[src/rtl/keypad_display_ctrl.sv]
// keypad_display_ctrl: 4x4 keypad scan/debounce into an N-digit hex buffer, muxed onto a 7-segment display.
// Define LEADING_ZERO_BLANK_EN to blank leading zero digits above digit 0.
module keypad_display_ctrl #(
   parameter int NUM_DIGITS     = 4,
   parameter int CLK_HZ         = 100_000_000,
   parameter int TICK_HZ        = 1000,
   parameter int DEBOUNCE_TICKS = 20
) (
   input  logic                    clk,
   input  logic                    reset,
   input  logic [3:0]              row,
   output logic [3:0]              col,
   input  logic                    clr,
   output logic                    key_valid,
   output logic [3:0]              key_code,
   output logic [4*NUM_DIGITS-1:0] digits,
   output logic [6:0]              seg,
   output logic [NUM_DIGITS-1:0]   an
);
   localparam int DIV = CLK_HZ / TICK_HZ;
   localparam int TW  = $clog2(DIV);
   localparam int IW  = NUM_DIGITS > 1 ? $clog2(NUM_DIGITS) : 1;
   localparam int W   = 4 * NUM_DIGITS;
   // nibble {row,col} of KEY_MAP is the key value; 7-bit entry n of SEG_MAP is the glyph for hex n
   localparam logic [63:0]  KEY_MAP = 64'hDEF0_C987_B654_A321;
   localparam logic [111:0] SEG_MAP = {7'h0E, 7'h06, 7'h21, 7'h46, 7'h03, 7'h08, 7'h10, 7'h00,
                                       7'h78, 7'h02, 7'h12, 7'h19, 7'h30, 7'h24, 7'h79, 7'h40};

   typedef enum logic [1:0] {SCAN, DEBOUNCE, HOLD, RELEASE} state_t;

   state_t          state_q, state_d;
   logic [TW-1:0]   tick_cnt_q, tick_cnt_d;
   logic [3:0]      row_s1_q, row_s2_q;
   logic [3:0]      col_q, col_d;
   logic [1:0]      key_row_q, key_row_d, key_col_q, key_col_d;
   logic [7:0]      cnt_q, cnt_d, cnt_inc;
   logic            key_valid_q, key_valid_d;
   logic [3:0]      key_code_q, key_code_d;
   logic [W-1:0]    digits_q, digits_d;
   logic [IW-1:0]   idx_q, idx_d;
   logic [6:0]      seg_q, seg_d;
   logic [NUM_DIGITS-1:0] an_q, an_d;
   logic            tick, any, accept, blank;
   logic [1:0]      row_idx, col_idx;
   logic [3:0]      key, nib;

   always_comb begin
      tick       = tick_cnt_q == TW'(DIV - 1);
      tick_cnt_d = tick ? '0 : tick_cnt_q + TW'(1);
      any        = ~&row_s2_q;
      row_idx    = !row_s2_q[0] ? 2'd0 : !row_s2_q[1] ? 2'd1 : !row_s2_q[2] ? 2'd2 : 2'd3;
      col_idx    = !col_q[0] ? 2'd0 : !col_q[1] ? 2'd1 : !col_q[2] ? 2'd2 : 2'd3;
      key        = KEY_MAP[4*{key_row_q, key_col_q} +: 4];
      cnt_inc    = cnt_q + 8'd1;
      state_d    = state_q;
      col_d      = col_q;
      key_row_d  = key_row_q;
      key_col_d  = key_col_q;
      cnt_d      = cnt_q;
      accept     = 1'b0;
      if (tick)
         case (state_q)
            SCAN:
               if (any) begin
                  state_d   = DEBOUNCE;
                  key_row_d = row_idx;
                  key_col_d = col_idx;
                  cnt_d     = '0;
               end else
                  col_d = {col_q[2:0], col_q[3]};
            DEBOUNCE:
               if (any && row_idx == key_row_q) begin
                  cnt_d = cnt_inc;
                  if (cnt_inc == 8'(DEBOUNCE_TICKS)) begin
                     accept  = 1'b1;
                     state_d = HOLD;
                  end
               end else
                  state_d = SCAN;
            HOLD:
               if (!any) begin
                  cnt_d   = '0;
                  state_d = RELEASE;
               end
            RELEASE:
               if (any)
                  state_d = HOLD;
               else begin
                  cnt_d = cnt_inc;
                  if (cnt_inc == 8'(DEBOUNCE_TICKS)) begin
                     state_d = SCAN;
                     col_d   = {col_q[2:0], col_q[3]};
                  end
               end
            default: state_d = SCAN;
         endcase
   end

   always_comb begin
      key_valid_d = accept;
      key_code_d  = accept ? key : key_code_q;
      digits_d    = clr ? '0 : accept ? (digits_q << 4) | W'(key) : digits_q;
      idx_d       = tick ? (idx_q == IW'(NUM_DIGITS - 1) ? '0 : idx_q + IW'(1)) : idx_q;
      nib         = digits_q[4*idx_d +: 4];
`ifdef LEADING_ZERO_BLANK_EN
      blank       = idx_d != '0 && (digits_q >> (4*idx_d)) == '0;
`else
      blank       = 1'b0;
`endif
      an_d        = tick ? (blank ? '1 : ~(NUM_DIGITS'(1) << idx_d)) : an_q;
      seg_d       = tick ? (blank ? 7'h7F : SEG_MAP[7*nib +: 7]) : seg_q;
   end

   always_ff @(posedge clk or negedge reset)
      if (!reset) begin
         tick_cnt_q  <= '0;
         row_s1_q    <= 4'hF;
         row_s2_q    <= 4'hF;
         state_q     <= SCAN;
         col_q       <= 4'b1110;
         key_row_q   <= '0;
         key_col_q   <= '0;
         cnt_q       <= '0;
         key_valid_q <= 1'b0;
         key_code_q  <= '0;
         digits_q    <= '0;
         idx_q       <= '0;
         seg_q       <= 7'h40;
         an_q        <= ~NUM_DIGITS'(1);
      end else begin
         tick_cnt_q  <= tick_cnt_d;
         row_s1_q    <= row;
         row_s2_q    <= row_s1_q;
         state_q     <= state_d;
         col_q       <= col_d;
         key_row_q   <= key_row_d;
         key_col_q   <= key_col_d;
         cnt_q       <= cnt_d;
         key_valid_q <= key_valid_d;
         key_code_q  <= key_code_d;
         digits_q    <= digits_d;
         idx_q       <= idx_d;
         seg_q       <= seg_d;
         an_q        <= an_d;
      end

   assign col       = col_q;
   assign key_valid = key_valid_q;
   assign key_code  = key_code_q;
   assign digits    = digits_q;
   assign seg       = seg_q;
   assign an        = an_q;
endmodule

[config.mk]
export PLATFORM = sky130hd
export DESIGN_NAME = keypad_display_ctrl
export DESIGN_NICKNAME = d
export VERILOG_FILES = /design/src/rtl/keypad_display_ctrl.sv
export SDC_FILE = /design/constraint.sdc
export NUM_CORES = 1
export LEC_CHECK = 0
export ABC_AREA = 1
export CAP_MARGIN = 40
export CELL_PAD_IN_SITES_DETAIL_PLACEMENT = 0
export CELL_PAD_IN_SITES_GLOBAL_PLACEMENT = 2
export CORE_ASPECT_RATIO = 1.5
export CORE_MARGIN = 5
export CORE_UTILIZATION = 37
export CTS_CLUSTER_SIZE = 25
export DETAILED_ROUTE_END_ITERATION = 16
export PLACE_DENSITY_LB_ADDON = 0.1
export SLEW_MARGIN = 20
export SYNTH_ARGS = -nofsm -noshare
export SYNTH_HDL_FRONTEND = slang
export SYNTH_SLANG_ARGS = --single-unit
[constraint.sdc]
create_clock -name clk -period 4.2 [get_ports clk]
set_clock_uncertainty 0.2 [all_clocks]
set_input_delay 0.84 -clock clk [delete_from_list [all_inputs] [get_ports clk]]
set_output_delay 0.84 -clock clk [all_outputs]
set_load 0.02 [all_outputs]
# Word-level counts from Yosys, hierarchy flattened
# Cells that the tools add are included.
[word_totals] register_bits=77 inputBits=7 word_cells=81
[op_classes] addsub=3 mul=1 n_eq_ne=15 shifts=4 n_mux=31 bitwise_logic=3 n_reduce_logical=10
[op_table] cell="$shiftx 112x8->7 const A" n=1
[op_table] cell="$shiftx 64x7->4 const A" n=1
[op_table] cell="$mux 16" n=2
[op_table] cell="$mux 8" n=4
[op_table] cell="$pmux 8 s4" n=1
[op_table] cell="$mux 2" n=12
[op_table] cell="$add 17x1->17 const B" n=1
[op_table] cell="$eq 17x17->1 const B" n=1
[op_table] cell="$mux 17" n=1
[op_table] cell="$or 16x4->16" n=1
[op_table] cell="$shiftx 16x5->4" n=1
[op_table] cell="$reduce_and 5->1" n=3
[op_table] cell="$mux 4" n=3
[op_table] cell="$ne 2x2->1 const B" n=6
[op_table] cell="$add 8x1->8 const B" n=1
[op_table] cell="$eq 8x5->1 const B" n=1
[op_table] cell="$pmux 2 s4" n=1
[op_table] cell="$pmux 4 s2" n=1
[op_table] cell="$mul 3x4->7 const A" n=1
[op_table] cell="$eq 2x2->1 const B" n=3
[op_table] cell="$mux 1" n=6
[op_table] cell="$ne 3x3->1 const B" n=2
[op_table] cell="$not 4->4" n=1
[op_table] cell="$reduce_and 4->1" n=1
[op_table] cell="other kinds (10)" n=11

# Depth between registers and ports, before layout
# Gate-level depths: netlist of the first run.
[logic_depth] depth_word=10 depth_mapped=20

# Worst setup path before layout of the first run
# Ideal clock, no wire load.
[synth_timing] kind="reg2reg" start="register tick_cnt_q[0]" end="register seg_q[0] (netlist: seg[0])" setup_ns=0.117 arrival_ns=2.211 required_ns=3.883 slack_ns=1.672 stages_incl_launch_ff=15 n_path_buf=0 cell_sequence="dfrtp_1 > ha_1 > nand3_2 > nor2_2 > nand3_4 > o21ai_4 > nand3_1 > nand2_1 > inv_1 > ha_1 > nand3b_1 > nand3_1 > nand2_1 > nand2_1 > nand2_1"
[synth_via] elab_chain_cells=5
[synth_rtl] element="from (decl)" line="32" text="logic [TW-1:0] tick_cnt_q, tick_cnt_d;"
[synth_rtl] element="from (signal assigned)" line="131" text="tick_cnt_q <= tick_cnt_d;"
[synth_rtl] element="$eq 17x17->1" line="48" text="tick = tick_cnt_q == TW'(DIV - 1);"
[synth_rtl] element="$mux 2" line="103" text="idx_d = tick ? (idx_q == IW'(NUM_DIGITS - 1) ? '0 : idx_q + IW'(1)) : idx_q;"
[synth_rtl] element="via idx_d[1]" line="40" text="logic [IW-1:0] idx_q, idx_d;"
[synth_rtl] element="$shiftx 16x5->4" line="104" text="nib = digits_q[4*idx_d +: 4];"
[synth_rtl] element="$mul 3x4->7" line="111" text="seg_d = tick ? (blank ? 7'h7F : SEG_MAP[7*nib +: 7]) : seg_q;"
[synth_rtl] element="$shiftx 112x8->7" line="111"
[synth_rtl] element="to (signal assigned)" line="143" text="seg_q <= seg_d;"
[synth_rtl] element="to (decl)" line="41" text="logic [6:0] seg_q, seg_d;"
# The timed path passes the listed nets, and every way through them passes these cells.
# A chain may end at the register's enable or synchronous reset.

# Worst setup path in the final report of the first run
# Same ends and word-level chain as after synthesis.

==> results of run 1 <==
[final cells by class]
type                       count  area share, %
clock buffer                  10           4.71
clock inverter                 6           1.85
inverter                      59           4.37
multi-input combinational    353           38.0
sequential                    77           38.4
tap                          147           3.63
timing repair buffer          45           9.08
[through the flow]
stage	utilization [%]	cell area, um^2	setup slack (ns)	hold WS (ns)	cells
final	46.3	5070	1.26	0.156	697
after global routing	46.3	5070	1.02	0.164	697
after CTS	46.3	5070	1.22	0.157	697
after detailed placement	43.3	4740	1.24	0.148	681
after global placement	43.0	4710	1.29	0.146	680
after floorplan	-	4110	1.67	0.145	493
[cells by family (layout without fill, tap and decap cells)]
kind of cell,after synthesis,after routing,share of synthesized area (%)
AOI/OAI and AO/OA,52,52,6.88
DFF,77,77,47.3
and+or+nand+nor,274,274,33.0
xor gates and xnor gates,14,14,2.98
adders and majority gates,13,13,3.96
buffers and inverters,63,120,5.87
[registers in the layout (all words and copies together), names as in the netlist]
name and flops:
an 4, cnt_q 8, col 4, digits 16
idx_q 2, key_code 4, key_col_q 2, key_row_q 2
key_valid 1, row_s1_q 4, row_s2_q 4, seg 7
state_q 2, tick_cnt_q 17
[cell usage in the layout, fill, tap and decap left out, types with 5 or more instances in the layout]
cell               n
nand2_1          145
dfrtp_1           62
inv_1             50
nand3_1           42
clkdlybuf4s50_1   41
o21ai_0           37
nor2_1            32
dfstp_2           15
ha_1              13
xor2_1            11
a21oi_1            9
clkbuf_16          9
inv_2              8
nand2_2            8
nand4_1            8
nand3_2            7
nor2_2             5
nor3_1             5
[critical path: cells and delay by family (launching register included)]
family	cells	cell delay, ns
AOI/OAI and AO/OA	1	0.33
buffers and inverters	1	0.10
adders and majority gates	2	0.50
DFF	1	0.38
and+or+nand+nor	10	1.31
[final timing paths]
path / end / startpoint / cells after the start / slack (ns)
setup / recovery: seg[0] / tick_cnt_q[0] / 14 / 1.26
hold / removal: row_s2_q[1] / row_s1_q[1] / 0 / 0.16
setup reg to reg: seg[0] / tick_cnt_q[0] / 14 / 1.26
hold reg to reg: row_s2_q[1] / row_s1_q[1] / 0 / 0.16
max in group asynchronous: row_s2_q[0] / reset / 2 / 2.90
min in group asynchronous: digits[14] / reset / 1 / 0.26
[where the power goes]
part	switching, uW	internal (uW)
Clock	312	542
Combinational	21.5	9.67
Sequential	1.31	749
Total	335	1300
[metal layers]
layer  up-vias  wire (um)  GRT usage (%)  share of wire, %
li1       1687          -              -                 -
met1      1542       3970           17.9                41
met2        37       5280           28.7                54
met3        13        269           3.58               2.8
met4         0        185           5.62               1.9
met5         -          0              0                 0
==> impl_metrics.csv, run 1 <==
group,metric,value,unit
grt,antenna_found_initial,0,
route,antenna_left,0,
clocking,postCtsSetupBuffers,0,
synth,yosysSeqAreaShare,47.3,%
clocking,insertion_delay,0.33,ns
setup_path,cp.required,4.22,ns
synth,postSynthCellCount,493,
synth,ys.flop_type,"dfrtp_1",
placed_design,portBuffers,42,
sta,max-slew-margin-rel,67.0,%
sta,slew_viol_final,0,
power,vdd_ir_drop_max,230,uV
synth,ys_types,38,
layout,drive_above_1_share,14.5,%
power,totalPowerFinal,1640,uW
setup_path,critPathMaxFanout,9,
power,powerDensity,323,mW/mm^2
sta,layout_worst_path_cycle_share,70.0,%
setup_path,critPathKind,"reg2reg",
layout,synthToLayoutAreaGrowth,23.3,%
clocking,root_buffer,"clkbuf_16",
sta,fin_setup_tns,0,ns
power,leakagePower,0.00241,uW
synth,yosys-top-cells-area,"dfrtp_1 (38%), nand2_1 (13%), dfstp_2 (9.6%)",
floorplan,coreArea,0.0109,mm^2
layout,final_nets,565,
layout,fill_cells,1119,
route,drt_iter0_markers,108,
grt,grt_max_degree,45,
synth,synth-edff-count,0,
route,vias,3279,
clocking,cts.clk_slew.worst_paths,0.06,ns
layout,regArea,0.00195,mm^2
sta,setup_violations,0,
setup_path,slowest_stage,"dfrtp_1",
hold_path,hp-class,"reg2reg",
synth,synth_top_area_share,37.7,%
floorplan,io-pin-count,43,
floorplan,die_area,0.0134,mm^2
clocking,ctsHoldBuffers,0,
grt,grt_pass1_vias,3512,
route,drcViolationCount,0,
setup_path,worstPathArrival,2.97,ns
synth,synth.largest_area_cell,"dfrtp_1",
synth,async_flop_share,100,%
placed_design,hpwlAfterDp,7500,um
sta,worst_slew_pin_slew,0.494,ns
setup_path,crit_chain,"ha_1, nand3_2, nor2_2, nand3_4, o21ai_4, nand3_1, nand2_1, inv_1, ha_1, nand3b_1, nand3_1, nand2_1, nand2_1, nand2_1",
route,via_per_inst,4.70,
synth,synth.most_common_cell,"nand2_1",
synth,synth_area_per_cell,8.34,um^2
synth,synth_nets,513,
route,wire_per_inst,13.9,um
floorplan,die_w,96.1,um
sta,fmax,340,MHz
grt,overflow,0,
clocking,cts.repair.resized,0,
sta,rsz0062_at_grt,"false",
placed_design,gp_congestion,0.788,
synth,synth-seq-cells,77,
setup_path,cpMostUsedCell,"nand2_1",
clocking,cts-buffers-inserted,9,
route,wl,9710,um
layout,multi_input_area,0.00192,mm^2
setup_path,start_kind,"register",
route,dr.pass1.iters,4,
floorplan,die_y,139,um
setup_path,cpPeakStageDelay,0.38,ns
synth,synth_common_cells,"nand2_1 (145), dfrtp_1 (62), inv_1 (50), nand3_1 (42), o21ai_0 (37)",
setup_path,end_kind,"register",
grt,grt_first_pass_wirelength,16800,um
sta,hold_viol_final,0,
floorplan,fp-row-count,47,
floorplan,initial_utilization,37.6,%
sta,period_minus_slack,2.94,ns
clocking,max-clock-path-buffers,2,
clocking,clock_sinks,77,
grt,track_usage,16.0,%
layout,diodes,0,
flow_run,cap_violations,0,
clocking,cts_tree,"built",
synth,synth_area,0.00411,mm^2
clocking,cts-htree-levels,3,
outcome,outcome,"completed",
synth,ys_warn_count,0,
Power figures use the tool's default switching activity.
==> run 2: changes to the inputs <==
--- a/config.mk
+++ b/config.mk
@@ -11,7 +11,7 @@
 export CELL_PAD_IN_SITES_GLOBAL_PLACEMENT = 2
 export CORE_ASPECT_RATIO = 1.5
 export CORE_MARGIN = 5
-export CORE_UTILIZATION = 37
+export CORE_UTILIZATION = 31
 export CTS_CLUSTER_SIZE = 25
 export DETAILED_ROUTE_END_ITERATION = 16
 export PLACE_DENSITY_LB_ADDON = 0.1
==> constraint.sdc (replaced) <==
create_clock -name clk -period 2.55 [get_ports clk]
set_clock_uncertainty 0.2 [all_clocks]
set_input_delay 0.51 -clock clk [delete_from_list [all_inputs] [get_ports clk]]
set_output_delay 0.51 -clock clk [all_outputs]
set_load 0.02 [all_outputs]
==> impl_metrics.csv, run 2 (synthesized netlist as in run 1, its figures left out) <==
group,metric,value,unit
floorplan,die_w,104,um
outcome,outcome,"completed",
placed_design,gp_congestion,0.790,
sta,slew_viol_final,0,
route,drt_iter0_markers,119,
floorplan,die_y,151,um
setup_path,start_kind,"register",
placed_design,portBuffers,42,
clocking,max-clock-path-buffers,2,
grt,grt_max_degree,39,
sta,layout_worst_path_cycle_share,98.2,%
layout,finalNonFillerCells,770,
sta,rsz0062_at_grt,"true",
sta,setup_ws,0.0447,ns
route,vias,3551,
setup_path,cp.required,2.57,ns
power,powerDensity,431,mW/mm^2
clocking,clock_sinks,77,
route,via_per_inst,4.61,
power,leakagePower,0.00272,uW
placed_design,pre_cts_slack,-0.114,ns
route,antenna_left,0,
layout,final_nets,626,
setup_path,rr_endpoint,"seg[0]",
hold_path,hp-class,"reg2reg",
route,wire_per_inst,14.3,um
hold_path,hp-start,"row_s1_q[2]",
grt,busiest_layer,"met2",
sta,period_minus_slack,2.51,ns
floorplan,fp-row-count,51,
setup_path,worstPathArrival,2.52,ns
grt,grt.met3_usage,2.52,%
grt,grt_first_pass_wirelength,18100,um
grt,use_met1,16.0,%
setup_path,critPathMaxFanout,5,
route,drcViolationCount,0,
grt,met2_usage,27.4,%
grt,track_usage,14.3,%
clocking,insertion_delay,0.33,ns
sta,fmax,399,MHz
floorplan,initial_utilization,31.6,%
setup_path,end_kind,"register",
setup_path,timing.rr.start,"tick_cnt_q[13]",
layout,top_register,"tick_cnt_q",
placed_design,hpwlAfterDp,8420,um
floorplan,coreArea,0.0130,mm^2
flow_run,cap_violations,0,
layout,fin_util,44.2,%
sta,hold_viol_final,0,
clocking,cts-htree-levels,3,
power,vdd_ir_drop_max,284,uV
layout,mostFrequentLayoutCell,"nand2_1",
clocking,cts_tree,"built",
placed_design,placedCellCount,734,
layout,synthToLayoutAreaGrowth,40.0,%
setup_path,setup.worst_path.start,"tick_cnt_q[13]",
route,wl,11000,um
sta,max-slew-margin-rel,70.1,%
placed_design,place_area,0.00505,mm^2
hold_path,min_path_cells,0,
floorplan,die_area,0.0157,mm^2
layout,largest_register_ffs,17,
grt,grt_pass1_vias,3731,
route,dr.pass1.iters,4,
setup_path,r2r_cells,16,
clocking,cts-buffers-inserted,9,
layout,final_cell_mix,"nand2_1 (131), dfrtp_1 (62), buf_4 (57)",
hold_path,min_to,"row_s2_q[2]",
setup_path,critPathKind,"reg2reg",
grt,antenna_found_initial,0,
sta,worst_slew_pin_slew,0.447,ns
floorplan,io-pin-count,43,
grt,overflow,0,
clocking,root_buffer,"clkbuf_16",
clocking,cts.clk_slew.worst_paths,0.06,ns
layout,drive_above_1_share,29.5,%
setup_path,ff2ff_setup_slack,0.04,ns
sta,setup_violations,0,
sta,fin_setup_tns,0,ns
layout,diodes,0,
layout,finalInstanceArea,0.00576,mm^2
-- run 2: final cells by class --
cell class	count	area [um^2]
Sequential cell	77	1950
Inverter	59	229
Clock buffer	10	239
Timing Repair Buffer	106	936
Clock inverter	6	38.8
Multi-Input combinational cell	353	2170
Tap cell	159	199
Fill cell	1364	7260
-- run 2: per-layer routing --
| metal | vias up | wire length [um] |
|---|---|---|
| met4 | 0 | 143 |
| li1 | 1814 | - |
| met3 | 11 | 265 |
| met1 | 1685 | 4480 |
| met5 | - | 0 |
| met2 | 41 | 6130 |
-- run 2: metrics by stage --
step	total power, uW	hold slack, ns
after global placement	1320	0.147
after detailed placement	1320	0.148
final	2480	0.156
after global routing	2600	0.160
after CTS	2540	0.157
after floorplan	1270	0.0144
-- run 2: report_power, final --
group | internal [uW] | total (uW) | switching, uW
combinational | 19.3 | 57.2 | 37.8
sequential | 1230 | 1240 | 2.28
clock | 682 | 1190 | 505
total | 1930 | 2480 | 545
-- run 2: how the worst max path moves through the flow --
stage	to	slack, ns	cells after the start
final	seg[0]	0.04	16
after global routing	seg[0]	-0.14	18
after CTS	seg[0]	0.009	18
after detailed placement	seg[1]	-0.11	17
after global placement	digits[2]	-0.16	9
after floorplan	seg[0]	0.02	14
-- run 2: critical path: stages (launching register included) --
cell and delay [ns]:
dfrtp_1 0.45, inv_1 0.12, nand4_1 0.10, nor2_1 0.17, buf_4 0.15, nand3_2 0.06, nand2_1 0.06, nand2_1 0.14
nand2_2 0.13, nand2_4 0.09, buf_6 0.13, ha_4 0.16, nand3b_1 0.15, nand3_1 0.08, nand2_1 0.06, nand2_1 0.07
nand2_1 0.05
-- run 2: repair_timing --
| item | CTS | global route |
|---|---|---|
| buffers inserted | 1 | 18 |
| hold endpoints to repair | 15 | 0 |
| pin swaps | 1 | 24 |
| endpoints found under the setup margin | 5 | 22 |
| resized for setup | 5 | 59 |
| hold buffers | 1 | 0 |
